**src/rtl/readout_arbiter.sv**
```systemverilog
// readout_arbiter: shares one 64-bit FIFO write port among N_SRC event savers.
// Round-robin grant of one whole event (header + data words) at a time, only
// when the FIFO can hold a full event, followed by a fixed dead time.
module readout_arbiter #(
  parameter int N_SRC           = 4,
  parameter int WORDS_PER_EVENT = 16,
  parameter int DEAD_TIME       = 8,
  parameter int TIMEOUT         = 64
) (
  input  logic                   clk,
  input  logic                   rst,
  input  logic [N_SRC-1:0]       req_i,
  input  logic [N_SRC-1:0]       src_wr_en_i,
  input  logic [N_SRC-1:0][63:0] src_din_i,
  input  logic                   fifo_prog_full_i,
  output logic [N_SRC-1:0]       grant_o,
  output logic                   fifo_wr_en_o,
  output logic [63:0]            fifo_din_o,
  output logic                   busy_o,
  output logic [15:0]            event_cnt_o,
  output logic [15:0]            drop_cnt_o,
  output logic                   timeout_err_o
);

  localparam int SEL_W = (N_SRC > 1) ? $clog2(N_SRC) : 1;
  localparam int WC_W  = $clog2(WORDS_PER_EVENT + 1);
  localparam int TO_W  = $clog2(TIMEOUT + 1);
  localparam int GAP_W = $clog2(DEAD_TIME + 1);

  typedef enum logic [1:0] {
    S_IDLE,
    S_HEADER,
    S_STREAM,
    S_GAP
  } state_t;

  state_t           r_state;
  logic [SEL_W-1:0] r_sel;
  logic [SEL_W-1:0] r_rr_ptr;
  logic [31:0]      r_ts;
  logic [31:0]      r_ts_lat;
  logic [15:0]      r_evt_cnt;
  logic [15:0]      r_drop_cnt;
  logic             r_terr;
  logic [N_SRC-1:0] r_grant;
  logic             r_wr_en;
  logic [63:0]      r_din;
  logic [WC_W-1:0]  r_wc;
  logic [TO_W-1:0]  r_to;
  logic [GAP_W-1:0] r_gap;

  state_t           w_state_next;
  logic [SEL_W-1:0] w_sel_next;
  logic [SEL_W-1:0] w_rr_ptr_next;
  logic [31:0]      w_ts_lat_next;
  logic [15:0]      w_evt_next;
  logic             w_terr_next;
  logic [N_SRC-1:0] w_grant_next;
  logic             w_wr_en_next;
  logic [63:0]      w_din_next;
  logic [WC_W-1:0]  w_wc_next;
  logic [TO_W-1:0]  w_to_next;
  logic [GAP_W-1:0] w_gap_next;

  logic             w_rr_found;
  logic [SEL_W-1:0] w_rr_idx;
  logic [SEL_W:0]   w_rr_cand;
  logic [SEL_W-1:0] w_sel_inc;
  logic [N_SRC-1:0] w_sel_onehot;
  logic [N_SRC-1:0] w_drop_bits;
  logic [4:0]       w_drop_pop;
  logic [16:0]      w_drop_sum;
  logic [15:0]      w_drop_next;

  assign grant_o       = r_grant;
  assign fifo_wr_en_o  = r_wr_en;
  assign fifo_din_o    = r_din;
  assign busy_o        = (r_state != S_IDLE);
  assign event_cnt_o   = r_evt_cnt;
  assign drop_cnt_o    = r_drop_cnt;
  assign timeout_err_o = r_terr;

  // Per-channel decode: one-hot of the selected channel and dropped strobes.
  genvar gi;
  generate
    for (gi = 0; gi < N_SRC; gi++) begin : g_chan
      assign w_sel_onehot[gi] = (r_sel == SEL_W'(gi));
      assign w_drop_bits[gi]  = src_wr_en_i[gi] & ~r_grant[gi];
    end
  endgenerate

  // Next round-robin pointer after the current event.
  assign w_sel_inc = (r_sel == SEL_W'(N_SRC - 1)) ? '0 : r_sel + 1'b1;

  // Round-robin pick: first requester at or after r_rr_ptr; the downward scan
  // lets the smallest offset win.
  always_comb begin
    w_rr_found = 1'b0;
    w_rr_idx   = '0;
    w_rr_cand  = '0;
    for (int k = N_SRC - 1; k >= 0; k--) begin
      w_rr_cand = {1'b0, r_rr_ptr} + (SEL_W + 1)'(k);
      if (w_rr_cand >= (SEL_W + 1)'(N_SRC)) begin
        w_rr_cand = w_rr_cand - (SEL_W + 1)'(N_SRC);
      end
      if (req_i[w_rr_cand[SEL_W-1:0]]) begin
        w_rr_found = 1'b1;
        w_rr_idx   = w_rr_cand[SEL_W-1:0];
      end
    end
  end

  // Drop counter: add strobes from non-granted channels, saturating.
  always_comb begin
    w_drop_pop = '0;
    for (int k = 0; k < N_SRC; k++) begin
      w_drop_pop = w_drop_pop + 5'(w_drop_bits[k]);
    end
    w_drop_sum  = {1'b0, r_drop_cnt} + 17'(w_drop_pop);
    w_drop_next = w_drop_sum[16] ? 16'hFFFF : w_drop_sum[15:0];
  end

  // FSM next state plus next values of every registered output.
  always_comb begin
    w_state_next  = r_state;
    w_sel_next    = r_sel;
    w_rr_ptr_next = r_rr_ptr;
    w_ts_lat_next = r_ts_lat;
    w_evt_next    = r_evt_cnt;
    w_terr_next   = r_terr;
    w_grant_next  = r_grant;
    w_wr_en_next  = 1'b0;
    w_din_next    = r_din;
    w_wc_next     = r_wc;
    w_to_next     = r_to;
    w_gap_next    = r_gap;
    unique case (r_state)
      S_IDLE: begin
        // Admission only when the FIFO can take the whole event.
        if (w_rr_found && !fifo_prog_full_i) begin
          w_sel_next    = w_rr_idx;
          w_ts_lat_next = r_ts;
          w_state_next  = S_HEADER;
        end
      end
      S_HEADER: begin
        w_wr_en_next = 1'b1;
        w_din_next   = {4'hA, 4'(r_sel), 8'h00, r_evt_cnt, r_ts_lat};
        w_evt_next   = r_evt_cnt + 16'd1;
        w_grant_next = w_sel_onehot;
        w_wc_next    = '0;
        w_to_next    = '0;
        w_state_next = S_STREAM;
      end
      S_STREAM: begin
        // FIFO fullness is not re-checked here; admission already reserved room.
        if (src_wr_en_i[r_sel]) begin
          w_wr_en_next = 1'b1;
          w_din_next   = src_din_i[r_sel];
          w_to_next    = '0;
          if (r_wc == WC_W'(WORDS_PER_EVENT - 1)) begin
            w_grant_next  = '0;
            w_rr_ptr_next = w_sel_inc;
            w_gap_next    = '0;
            w_state_next  = S_GAP;
          end else begin
            w_wc_next = r_wc + 1'b1;
          end
        end else if (r_to == TO_W'(TIMEOUT - 1)) begin
          // Silent channel: abandon the event without padding.
          w_terr_next   = 1'b1;
          w_grant_next  = '0;
          w_rr_ptr_next = w_sel_inc;
          w_gap_next    = '0;
          w_state_next  = S_GAP;
        end else begin
          w_to_next = r_to + 1'b1;
        end
      end
      S_GAP: begin
        if (r_gap == GAP_W'(DEAD_TIME - 1)) begin
          w_state_next = S_IDLE;
        end else begin
          w_gap_next = r_gap + 1'b1;
        end
      end
      default: w_state_next = S_IDLE;
    endcase
  end

  // State and datapath registers; reset abandons any event in flight.
  always_ff @(posedge clk or negedge rst) begin
    if (!rst) begin
      r_state    <= S_IDLE;
      r_sel      <= '0;
      r_rr_ptr   <= '0;
      r_ts_lat   <= '0;
      r_evt_cnt  <= '0;
      r_drop_cnt <= '0;
      r_terr     <= 1'b0;
      r_grant    <= '0;
      r_wr_en    <= 1'b0;
      r_din      <= '0;
      r_wc       <= '0;
      r_to       <= '0;
      r_gap      <= '0;
    end else begin
      r_state    <= w_state_next;
      r_sel      <= w_sel_next;
      r_rr_ptr   <= w_rr_ptr_next;
      r_ts_lat   <= w_ts_lat_next;
      r_evt_cnt  <= w_evt_next;
      r_drop_cnt <= w_drop_next;
      r_terr     <= w_terr_next;
      r_grant    <= w_grant_next;
      r_wr_en    <= w_wr_en_next;
      r_din      <= w_din_next;
      r_wc       <= w_wc_next;
      r_to       <= w_to_next;
      r_gap      <= w_gap_next;
    end
  end

  // Free-running 32-bit timestamp.
  always_ff @(posedge clk or negedge rst) begin
    if (!rst) begin
      r_ts <= '0;
    end else begin
      r_ts <= r_ts + 32'd1;
    end
  end

endmodule
```
**config.mk**
```make
export PLATFORM = sky130hd
export DESIGN_NAME = readout_arbiter
export DESIGN_NICKNAME = d
export VERILOG_FILES = /design/src/rtl/readout_arbiter.sv
export SDC_FILE = /design/constraint.sdc
export NUM_CORES = 1
export LEC_CHECK = 0
export CAP_MARGIN = 10
export CORE_ASPECT_RATIO = 1.75
export CORE_UTILIZATION = 33
export CTS_CLUSTER_SIZE = 40
export DETAILED_ROUTE_END_ITERATION = 10
export HOLD_SLACK_MARGIN = 0.03
export PLACE_DENSITY = 0.72
export REMOVE_ABC_BUFFERS = 1
export SYNTH_ARGS = -nofsm -noshare
export SYNTH_HDL_FRONTEND = slang
export SYNTH_SLANG_ARGS = --single-unit
```
**constraint.sdc**
```tcl
create_clock -name clk -period 2.6 [get_ports clk]
set_input_delay 0.65 -clock clk [delete_from_list [all_inputs] [get_ports clk]]
set_output_delay 0.65 -clock clk [all_outputs]
set_load 0.05 [all_outputs]
```
# Yosys cells after proc, flatten, opt, wreduce, memory -nomap -nowiden

Index checks and enable logic that the tools add are counted.

Flip-flop bits (word level): 188
Latch bits: 0
RAM bits: 0
Bits in read-only memories: 0
Input port bits: 267
Word-level logic and storage cells: 135
Memories kept: 0

Add/subtract/negate cells: 17
Multipliers: 0
Div/mod/pow operators: 0
Order comparisons: 9
Equality and inequality tests: 18
Shift-type cells: 0
Muxes and demuxes: 51
Bitwise gates (word level): 9
Reductions and logical operators: 17

Operators with widths:

| cell                                                                 | count |
|---|---|
| 64-bit binary-select mux with 2-bit select                           | 1 |
| 64-bit two-way mux                                                   | 2 |
| 64-bit one-hot mux with 2 select lines                               | 1 |
| 2-bit two-way mux                                                    | 17 |
| 32-bit by 1-bit adder with 32-bit output, second input constant      | 1 |
| 16-bit by 4-bit adder with 17-bit output                             | 1 |
| 16-bit by 1-bit adder with 16-bit output, second input constant      | 1 |
| 16-bit two-way mux                                                   | 1 |
| 4-bit two-way mux                                                    | 4 |
| 4-bit one-hot mux with 2 select lines                                | 2 |
| 2-bit by 3-bit < comparator with 1-bit output, second input constant | 5 |
| 7-bit two-way mux                                                    | 2 |
| 7-bit one-hot mux with 2 select lines                                | 1 |
| 3-bit AND reduction                                                  | 4 |
| 1-bit binary-select mux with 2-bit select                            | 5 |
| 1-bit two-way mux                                                    | 10 |
| 5-bit two-way mux                                                    | 2 |
| 2-bit != test, second input constant                                 | 5 |
| 5-bit one-hot mux with 2 select lines                                | 1 |
| 3-bit >= comparator, second input constant                           | 3 |
| 3-bit != test, second input constant                                 | 3 |
| 2-bit equality test, second input constant                           | 4 |
| 2-bit one-hot mux with 4 select lines                                | 1 |
| 4-bit AND reduction                                                  | 2 |
| 24 further kinds                                                     | 42 |

# Depth between registers and ports, before layout

Gate-level depths: netlist (run 1).

Depth in word-level cells: 12
Gate-level depth with buffers: 10

# Least setup slack after synthesis (run 1)

Ideal clock, no wire load.

Path kind: register -> register
From: reg r_grant[0], in the netlist grant_o[0]
To: reg r_drop_cnt[14], in the netlist drop_cnt_o[14]
Setup time: 0.125 ns
Arrival: 2.991 ns
Path slack: -0.516 ns
Stages on the path, launching flop included: 11
Path buffers: 0
Period minus slack after synthesis: 3.116 ns
Cells stage by stage: dfrtp_1 > nand2b_1 > fa_1 > fa_1 > inv_1 > fa_1 > and4_1 > and4_1 > nand2_1 > nor2_1 > mux2_2

Cells in the longest elaborated chain, start to end: 7

Ends and longest elaborated chain:

| what                                     | line | text |
|---|---|---|
| from (decl)                              | 45   | `logic [N_SRC-1:0] r_grant;` |
| from (signal assigned)                   | 215  | `r_grant <= w_grant_next;` |
| 1-bit NOT                                | 88   | `assign w_drop_bits[gi] = src_wr_en_i[gi] & ~r_grant[gi];` |
| 1-bit bitwise AND                        | 88   |  |
| 1-bit by 1-bit adder with 2-bit output   | 117  | `w_drop_pop = w_drop_pop + 5'(w_drop_bits[k]);` |
| 2-bit by 1-bit adder with 3-bit output   | 117  |  |
| 3-bit by 1-bit adder with 4-bit output   | 117  |  |
| 16-bit by 4-bit adder with 17-bit output | 119  | `w_drop_sum = {1'b0, r_drop_cnt} + 17'(w_drop_pop);` |
| 16-bit two-way mux                       | 120  | `w_drop_next = w_drop_sum[16] ? 16'hFFFF : w_drop_sum[15:0];` |
| net w_drop_next[14]                      | 73   | `logic [15:0] w_drop_next;` |
| to (signal assigned)                     | 213  | `r_drop_cnt <= w_drop_next;` |
| to (decl)                                | 43   | `logic [15:0] r_drop_cnt;` |

The timed path passes the listed nets, and every way through them passes these cells.
A chain may end at the register's enable or synchronous reset.

# Final worst setup path (run 1)

From: in src_wr_en_i[0]
To: reg r_drop_cnt[13], in the netlist drop_cnt_o[13]

Cells in the longest elaborated chain, start to end: 6

Ends and longest elaborated chain:

| what                                     | line | text |
|---|---|---|
| from (decl)                              | 13   | `input logic [N_SRC-1:0] src_wr_en_i,` |
| 1-bit bitwise AND                        | 88   |  |
| 1-bit by 1-bit adder with 2-bit output   | 117  |  |
| 2-bit by 1-bit adder with 3-bit output   | 117  |  |
| 3-bit by 1-bit adder with 4-bit output   | 117  |  |
| 16-bit by 4-bit adder with 17-bit output | 119  |  |
| 16-bit two-way mux                       | 120  |  |
| net w_drop_next[13]                      | 73   |  |

The timed path passes the listed nets, and every way through them passes these cells.

==> results.tsv, run 1 <==
metric	value	unit
synth_cell_types	54	
core-area	29490	sq um
area_growth	51.36	%
ant_nets	0	
cts_tree	done	
n_antenna_cell	0	
grt_pass1_vias	8638	
via_per_inst	4.946	
cts_hold_buf	0	
fin_skew	0.009749	ns
yosys-top-cells-count	188 x dfrtp_1, 123 x nand2_1, 76 x o21ai_0	
slew_headroom	0.5974	
antenna_found_initial	0	
crit_slowest_cell	fa_1	
ys.flop_type	dfrtp_1	
wirelength	29170	um
grt_max_degree	71	
die_area	30930	sq um
start_kind	input port	
io_pins	370	
finalCoreUtilization	0.5115	
syn_avg_cell_area	11.88	sq um
start_util	0.3379	
place_area	14340	sq um
crit_arrival	3.05	ns
synthTopCellsByArea	dfrtp_1 47%, mux4_2 14%, mux2i_1 5.3%	
critPathCaptureType	flop	
vias	8018	
reg2regPathDepth	11	
cts_root_buf	clkbuf_16	
rows	83	
fin_setup_tns	-0.8115	ns
postLayoutCellArea	15090	sq um
final.min_clock_period	2.668	ns
final_nets	1511	
critical_path_depth	12	
synth_top_area_frac	0.4720	
p_per_area	973.3	nW/um^2
io_buffer_count	369	
hold_viol	0	
critPathBufInv	4	
clock_latency	0.45	ns
globalRoute.totalOverflow	0	
synth_most_common_cell	dfrtp_1	
rsz0062_at_grt	yes	
setup.worst_path.class	input port to flop	
maxSlewViolCount	0	
worstMarginPinSlew	0.6039	ns
hpwl	22460	um
crit_path_frequent_cell	fa_2	
drive_above_1_share	0.1671	
h-tree-depth	4	
first_pass_iters	4	
leakage	6.223	nW
drt_iter0_drc	338	
cts_buffers	17	
power	0.01468	W
ys_ff_latch	188	
ir_worst_vdd	1.283	mV
fill_cells	2640	
grtUsageTotal	0.1962	
path_delay_family	adder cells	
async_flop_share	1.000	
synth_edf_count	0	
route.met2.wl	15620	um
die_w	133.4	um
routedWlPerCell	17.99	um
hp-class	input port to asynchronous set/reset pin	
cp_cell_sequence	dlygate4sd2_1, nand2b_4, fa_1, fa_2, inv_2, fa_2, and4_1, and4_4, buf_6, nand4_1, buf_4, nand2_1	
crit_required	2.98	ns
crit_fanout	4	
status	complete, but fails checks	
setup_slack	-0.06770	ns
max_stage_delay	0.46	ns
wl_met1	11450	um
grt_pass1_wl	46160	um
yosysWarnings	0	
clockBufferDepth	2	
die_y	231.9	um
failed_checks	setup timing	
cts.sinks	188	
synth_area_leader_cell	dfrtp_1	
syn_inst	839	
gp_congestion	0.8577	
highest_layer	met4	
wl_met3	1095	um
netlist_area	9967	sq um
setup_viol	15	
max_cap_viol_count	0	
ys_seq_area_frac	0.4720	
max_freq	374.9	MHz
finalCritPeriodShare	1.026	
clk_pin_slew_worst_paths	0.07	ns
drc	0	
==> worst reg2reg max path: stages (launching register included) <==
cell	delay, ns
dfrtp_1	0.37
nand2b_4	0.14
fa_1	0.47
fa_2	0.36
inv_2	0.07
fa_2	0.21
and4_1	0.19
and4_4	0.24
buf_6	0.10
nand4_1	0.16
buf_4	0.21
nand2_1	0.06
==> cell usage in the layout, fill, tap and decap left out, types with 6 or more instances in the layout <==
master / synthesis / final
xor2_1: 15 / 15
mux2_2: 40 / 39
a22o_1: 6 / 6
buf_12: 0 / 10
and4_1: 8 / 7
dfrtp_1: 188 / 186
ha_1: 15 / 14
a21oi_1: 8 / 8
nand2b_1: 12 / 9
mux4_2: 63 / 63
a31oi_1: 6 / 6
and2_1: 6 / 6
nand3_1: 30 / 30
nand4_1: 14 / 14
xnor2_1: 41 / 41
and3_1: 7 / 7
inv_1: 23 / 22
clkdlybuf4s50_1: 0 / 365
nand2_1: 123 / 118
buf_4: 6 / 34
nor2_1: 17 / 16
clkbuf_16: 0 / 17
mux2i_1: 53 / 53
o21ai_0: 76 / 73
==> where the power goes <==
part           internal [W]  leakage [nW]  switching, W
logic               0.00349          3.44       0.00448
clock network       0.00154         0.294       0.00116
registers           0.00354          2.49      0.000471
==> layer usage <==
layer  up-vias  GRT usage
met1      3954     0.2280
met3        50    0.03864
met2       208     0.3451
met5         -          0
met4         0    0.09091
li1       3806          -
==> final timing paths <==
| check | slack [ns] | from | endpoint |
|---|---|---|---|
| setup / recovery | -0.07 | src_wr_en_i[0] | drop_cnt_o[13] |
| hold / removal | 0.15 | rst | fifo_din_o[37] |
| setup reg to reg | -0.05 | grant_o[2] | drop_cnt_o[13] |
| hold reg to reg | 0.48 | r_wc[4] | r_wc[4] |
| max in group asynchronous | 1.70 | rst | r_sel[0] |
| min in group clk | 0.48 | r_wc[4] | r_wc[4] |
==> area by class of cell <==
type,count,area [sq um],area share
multi-input cells,582,5036,0.3338
clock inverters,14,170.2,0.01128
repair buffers,414,4164,0.2760
clock buffers,18,439.2,0.02911
inverters,23,86.33,0.005723
well taps,382,478.0,0.03168
flip-flops and latches,188,4712,0.3124
==> through the flow <==
step | instances | setup WS, ns | hold WS, ns
2_1_floorplan | 793 | -2.526 | 0.3544
3_3_place_gp | 1581 | -0.9120 | 0.4613
3_5_place_dp | 1581 | -0.9803 | 0.4653
4_1_cts | 1618 | -0.06134 | 0.1687
5_1_grt | 1621 | -0.1319 | 0.1796
6_report | 1621 | -0.06770 | 0.1541
==> sequential cells by signal (all words and copies together), names as in the netlist, 4 cells and up <==
name         count
fifo_din_o      64
r_ts            32
r_ts_lat        32
drop_cnt_o      16
event_cnt_o     16
r_to             7
r_wc             5
grant_o          4
r_gap            4
==> cell families (layout without fill, tap and decap cells) <==
group,Yosys count,in the layout,share of synthesized area
xor+xnor,56,56,0.04921
flops,188,188,0.4720
mux,156,156,0.2408
fa+ha+maj,18,18,0.02486
buf+inv,69,469,0.03226
compound gates,118,118,0.06842
simple gates,234,234,0.1125
==> timing repair <==
action                     in CTS  in global routing
resized for setup              24                  4
setup endpoints to repair      16                 16
gates cloned                    1                  0
pin swaps                       6                  0
buffers inserted                4                  3
No activity file was read; power rests on OpenSTA's default activity.
==> inputs of run 2 (changes only) <==
Settings changed: PLACE_DENSITY 0.72 to 0.7.
Clock period 2.6 ns to 3.34 ns, I/O delays scaled along.
==> results.tsv, run 2 (synthesis gave the netlist of run 1 again) <==
metric	value	unit	change
final_nets	1488		-1.5%
drt_iter0_drc	331		-2.1%
pwr-share-clk	0.186		+0.002
regArea	4712	sq um	unchanged
io_buffer_count	369		unchanged
grt_use_met2	0.3464		+0.001302
setup.worst_path.class	input port to flop		
grt_busiest_layer	met2		
start_kind	input port		
finalCritPeriodShare	0.9599		
die_y	231.9	um	unchanged
crit_slowest_cell	fa_1		
hpwl	22750	um	+1.3%
hold_viol	0		unchanged
wirelength	29620	um	+1.6%
ir_worst_vdd	0.7657	mV	-40%
comb_power_share	0.531		-0.012
drive_above_1_share	0.1373		-0.02973
fill_cells	2684		+1.7%
cp_cell_sequence	clkdlybuf4s50_1, nand2b_1, fa_1, fa_2, inv_1, fa_2, and4_1, and4_1, buf_4, nand4_1, buf_4, o21ai_0		
p_int	0.006321	W	-26%
clock_latency	0.44	ns	about the same
h-tree-depth	4		unchanged
p_switching	0.004727	W	-23%
max_freq	311.9	MHz	
final.min_clock_period	3.206	ns	
first_pass_iters	4		unchanged
vias	7989		-0.36%
grt.met1_usage	0.2312		+0.003159
maxSlewViolCount	0		unchanged
max_stage_delay	0.54	ns	+0.08 ns
cts_root_buf	clkbuf_16		
p_per_area	747.6	nW/um^2	-23%
power_frac_seq	0.283		+0.010
cts_hold_buf	0		unchanged
grt_pass1_wl	46090	um	-0.15%
leakage	6.057	nW	-2.7%
cts_buffers	17		unchanged
drc	0		unchanged
worstMarginPinSlew	0.9843	ns	+0.3804 ns
via_per_inst	4.996		+1.0%
slew_headroom	0.3438		-0.2536
hp-class	input port to asynchronous set/reset pin		
fin_skew	0.009220	ns	-0.0005292 ns
gp_congestion	0.8323		-3.0%
crit_arrival	3.52	ns	+0.47 ns
setup_viol	0		-15
grt_pass1_vias	8378		-3.0%
clockBufferDepth	2		unchanged
grt_max_degree	82		+15%
crit_start	src_wr_en_i[2]		
max_cap_viol_count	0		unchanged
critPathCaptureType	flop		
crit_fanout	4		unchanged
multi_input_area	4971	sq um	-1.3%
rows	83		unchanged
die_area	30930	sq um	unchanged
io_pins	370		unchanged
switching_share	0.4279		+0.01113
hold_ws	0.4162	ns	+0.2621 ns
r2r_start	grant_o[2]		
final_common_cell	clkdlybuf4s50_1		
die_w	133.4	um	unchanged
crit_required	3.65	ns	+0.67 ns
grtUsageTotal	0.1953		-0.0009271
start_util	0.3379		unchanged
ant_nets	0		unchanged
area_growth	48.28	%	
clk_pin_slew_worst_paths	0.07	ns	about the same
routedWlPerCell	18.53	um	+3.0%
cts_tree	done		
fin_setup_tns	0	ns	+0.8115 ns
use_met3	0.03427		-0.004366
power	0.01105	W	-25%
status	complete, no violations		
antenna_found_initial	0		unchanged
final_cell_mix	368 x clkdlybuf4s50_1, 186 x dfrtp_1, 123 x nand2_1, 76 x o21ai_0, 63 x mux4_2		
globalRoute.totalOverflow	0		unchanged
core-area	29490	sq um	unchanged
largest_reg_flops	64		unchanged
rsz0062_at_grt	no		
cts.sinks	188		unchanged
-- run 2: changes by cell type in the layout (fill, tap and decap cells not counted), sizes merged, moves of 3 or more --
cell           previous run  this run
buf                      46        22
clkinv                    7         2
inv                      24        30
clkdlybuf4s50           365       368
-- run 2: routing by layer --
metal / part of all wire / vias to the layer above
met5: 0 / -
met4: 0.029 / 0
met3: 0.039 / 49
met2: 0.54 / 197
met1: 0.39 / 3980
li1: - / 3763
-- run 2: path summary, 6_finish.rpt --
check	to	slack (ns)	depth (start not counted)
min in group clk	r_ts[31]	0.48	1
worst max register to register	drop_cnt_o[9]	0.53	11
worst min-delay path	fifo_din_o[32]	0.42	1
worst min register to register	r_ts[31]	0.48	1
worst max-delay path	drop_cnt_o[9]	0.13	12
max in group asynchronous	r_ts[10]	2.13	2
-- run 2: stage by stage --
| step | setup slack (ns) | utilization | instances | instance area [sq um] |
|---|---|---|---|---|
| 6_report | 0.1341 | 0.5011 | 1599 | 14780 |
| 5_1_grt | 0.04218 | 0.5010 | 1598 | 14780 |
| 4_1_cts | 0.04437 | 0.5005 | 1597 | 14760 |
| 3_5_place_dp | -0.4011 | 0.4805 | 1565 | 14170 |
| 3_3_place_gp | -0.3324 | 0.4805 | 1565 | 14170 |
| 2_1_floorplan | -1.786 | - | 793 | 9732 |
-- run 2: power groups by stage --
stage	combinational, W	sequential [W]	clock, W
final	0.00587	0.00312	0.00206
after global routing	0.00632	0.00319	0.00221
after CTS	0.00598	0.00312	0.00212
after detailed placement	0.00597	0.00316	0
after global placement	0.00588	0.00315	0
after floorplan	0.00255	0.00452	0
-- run 2: what timing repair did --
item | in CTS | in global routing
setup endpoints to repair | 0 | 14
resized for setup | 0 | 4
buffers inserted | 0 | 0
endpoints found under the hold margin | 0 | 0
-- run 2: final cells by class --
type	instances	area share
Antenna cell	1	0.0001693
Clock inverter	14	0.01075
Tap cell	382	0.03234
Timing Repair Buffer	391	0.2667
Sequential cell	188	0.3188
Inverter	23	0.005842
Multi-Input combinational cell	582	0.3364
Clock buffer	18	0.02904
-- run 2: critical path: cells and delay by family --
kind,cells,cell delay (ns)
buffers and inverters,4,0.84
AO/OA/AOI/OAI,1,0.07
AND/OR/NAND/NOR,4,0.69
adder cells (fa/ha/maj),3,1.08
==> inputs of run 3 (changes only) <==
Clock period 3.34 ns to 3.45 ns, I/O delays scaled along.
==> results.tsv, run 3 (synthesis gave the netlist of run 1 again) <==
metric	value	unit	change
drc	0		unchanged
die_area	30930	sq um	unchanged
cts_root_buf	clkbuf_16		
cts_resized	0		unchanged
die_y	231.9	um	unchanged
fin_skew	0.009797	ns	+0.0005772 ns
clock_latency	0.44	ns	about the same
maxSlewViolCount	0		unchanged
critPathCaptureType	flop		
core-area	29490	sq um	unchanged
cts_hold_buf	0		unchanged
p_per_area	719.3	nW/um^2	-3.8%
cts.sinks	188		unchanged
ir_worst_vdd	0.8259	mV	+7.9%
clk_pin_slew_worst_paths	0.07	ns	about the same
clockBufferDepth	2		unchanged
largest_reg_flops	64		unchanged
final.min_clock_period	3.285	ns	
max_cap_viol_count	0		unchanged
max_freq	304.4	MHz	
wirelength	29550	um	-0.24%
finalCritPeriodShare	0.9521		
antenna_found_initial	0		unchanged
first_pass_iters	5		+1
final_nets	1488		unchanged
drive_above_1_share	0.1358		-0.001533
die_w	133.4	um	unchanged
max_stage_delay	0.51	ns	-0.03 ns
hold_ws	0.4648	ns	+0.04855 ns
h-tree-depth	4		unchanged
setup_viol	0		unchanged
cts_buffers	17		unchanged
critPathBufInv	2		-2
path_delay_family	adder cells		
gp_congestion	0.8450		+1.5%
setup.worst_path.class	input port to flop		
post-cts-setup-buffers	0		unchanged
regArea	4712	sq um	unchanged
grt_pass1_wl	45980	um	-0.24%
final_cell_mix	368 x clkdlybuf4s50_1, 186 x dfrtp_1, 123 x nand2_1, 76 x o21ai_0, 63 x mux4_2		
io_buffer_count	369		unchanged
crit_arrival	3.62	ns	+0.10 ns
finalCoreUtilization	0.4989		-0.002206
drt_iter0_drc	355		+7.3%
start_util	0.3379		unchanged
leakage	6.036	nW	-0.35%
rsz0062_at_grt	no		
hp-class	input port to asynchronous set/reset pin		
hold_viol	0		unchanged
hpwl	22920	um	+0.75%
cp_cell_sequence	clkdlybuf4s50_1, nand2b_1, fa_1, fa_2, inv_1, fa_2, and4_1, and4_1, nand2_1, nor2_1, mux2_2		
ant_nets	0		unchanged
io_pins	370		unchanged
vias	8005		+0.20%
cts_tree	done		
reg2reg_slack	0.57	ns	+0.04 ns
crit_fanout	3		-1
routedWlPerCell	18.49	um	-0.18%
fill_cells	2700		+0.60%
grt_pass1_vias	8433		+0.66%
via_per_inst	5.009		+0.26%
worstMarginPinSlew	0.7306	ns	-0.2536 ns
crit_slowest_cell	fa_1		
start_kind	input port		
final_common_cell	clkdlybuf4s50_1		
rows	83		unchanged
grtUsageTotal	0.1977		+0.002372
multi_input_area	4971	sq um	unchanged
slew_headroom	0.5129		+0.1691
grt_max_degree	89		+8.5%
area_growth	47.63	%	
globalRoute.totalOverflow	0		unchanged
crit_required	3.78	ns	+0.13 ns
status	complete, no violations		
## run 3: routing by layer
layer,up-vias,track usage,part of all wire
met2,189,0.3481,0.54
met1,4003,0.2310,0.39
met4,0,0.09659,0.031
met5,-,0,0
li1,3763,-,-
met3,50,0.03296,0.033
## run 3: path summary, 6_finish.rpt
path,to,startpoint,cells past startpoint
hold reg to reg,fifo_din_o[49],fifo_din_o[49],2
max in group asynchronous,fifo_din_o[51],rst,2
hold / removal,fifo_din_o[46],rst,1
min in group clk,fifo_din_o[49],fifo_din_o[49],2
setup reg to reg,drop_cnt_o[14],grant_o[2],10
setup / recovery,drop_cnt_o[14],src_wr_en_i[2],11
## run 3: worst reg2reg max path: stages, from the launching register on
cell	delay, ns
dfrtp_1	0.41
nand2b_1	0.18
fa_1	0.51
fa_2	0.40
inv_1	0.07
fa_2	0.22
and4_1	0.24
and4_1	0.22
nand2_1	0.07
nor2_1	0.12
mux2_2	0.34
## run 3: where the power goes
| group | total (W) | switching [W] | internal, W |
|---|---|---|---|
| combinational | 0.00561 | 0.00327 | 0.00234 |
| clock | 0.00187 | 0.000845 | 0.00103 |
| sequential | 0.00310 | 0.000431 | 0.00267 |
| total | 0.0106 | 0.00454 | 0.00604 |
## run 3: per-stage QoR
step | setup TNS (ns) | std cells | total power (W) | area (sq um) | setup slack (ns)
2_1_floorplan | -106.43 | 793 | 0.006851 | 9732 | -1.676
3_3_place_gp | -3.420 | 1566 | 0.008729 | 14150 | -0.2918
3_5_place_dp | -4.268 | 1566 | 0.008829 | 14150 | -0.3496
4_1_cts | 0 | 1597 | 0.01074 | 14710 | 0.1313
5_1_grt | 0 | 1597 | 0.01123 | 14710 | 0.05570
6_report | 0 | 1598 | 0.01058 | 14710 | 0.1653
## run 3: area by class of cell
| cell class | instances | area share |
|---|---|---|
| repair buffers | 391 | 0.2659 |
| clock inverters | 10 | 0.006207 |
| diodes | 1 | 0.0001701 |
| inverters | 23 | 0.005867 |
| well taps | 382 | 0.03248 |
| multi-input cells | 582 | 0.3378 |
| clock buffers | 21 | 0.03129 |
| flip-flops and latches | 188 | 0.3202 |
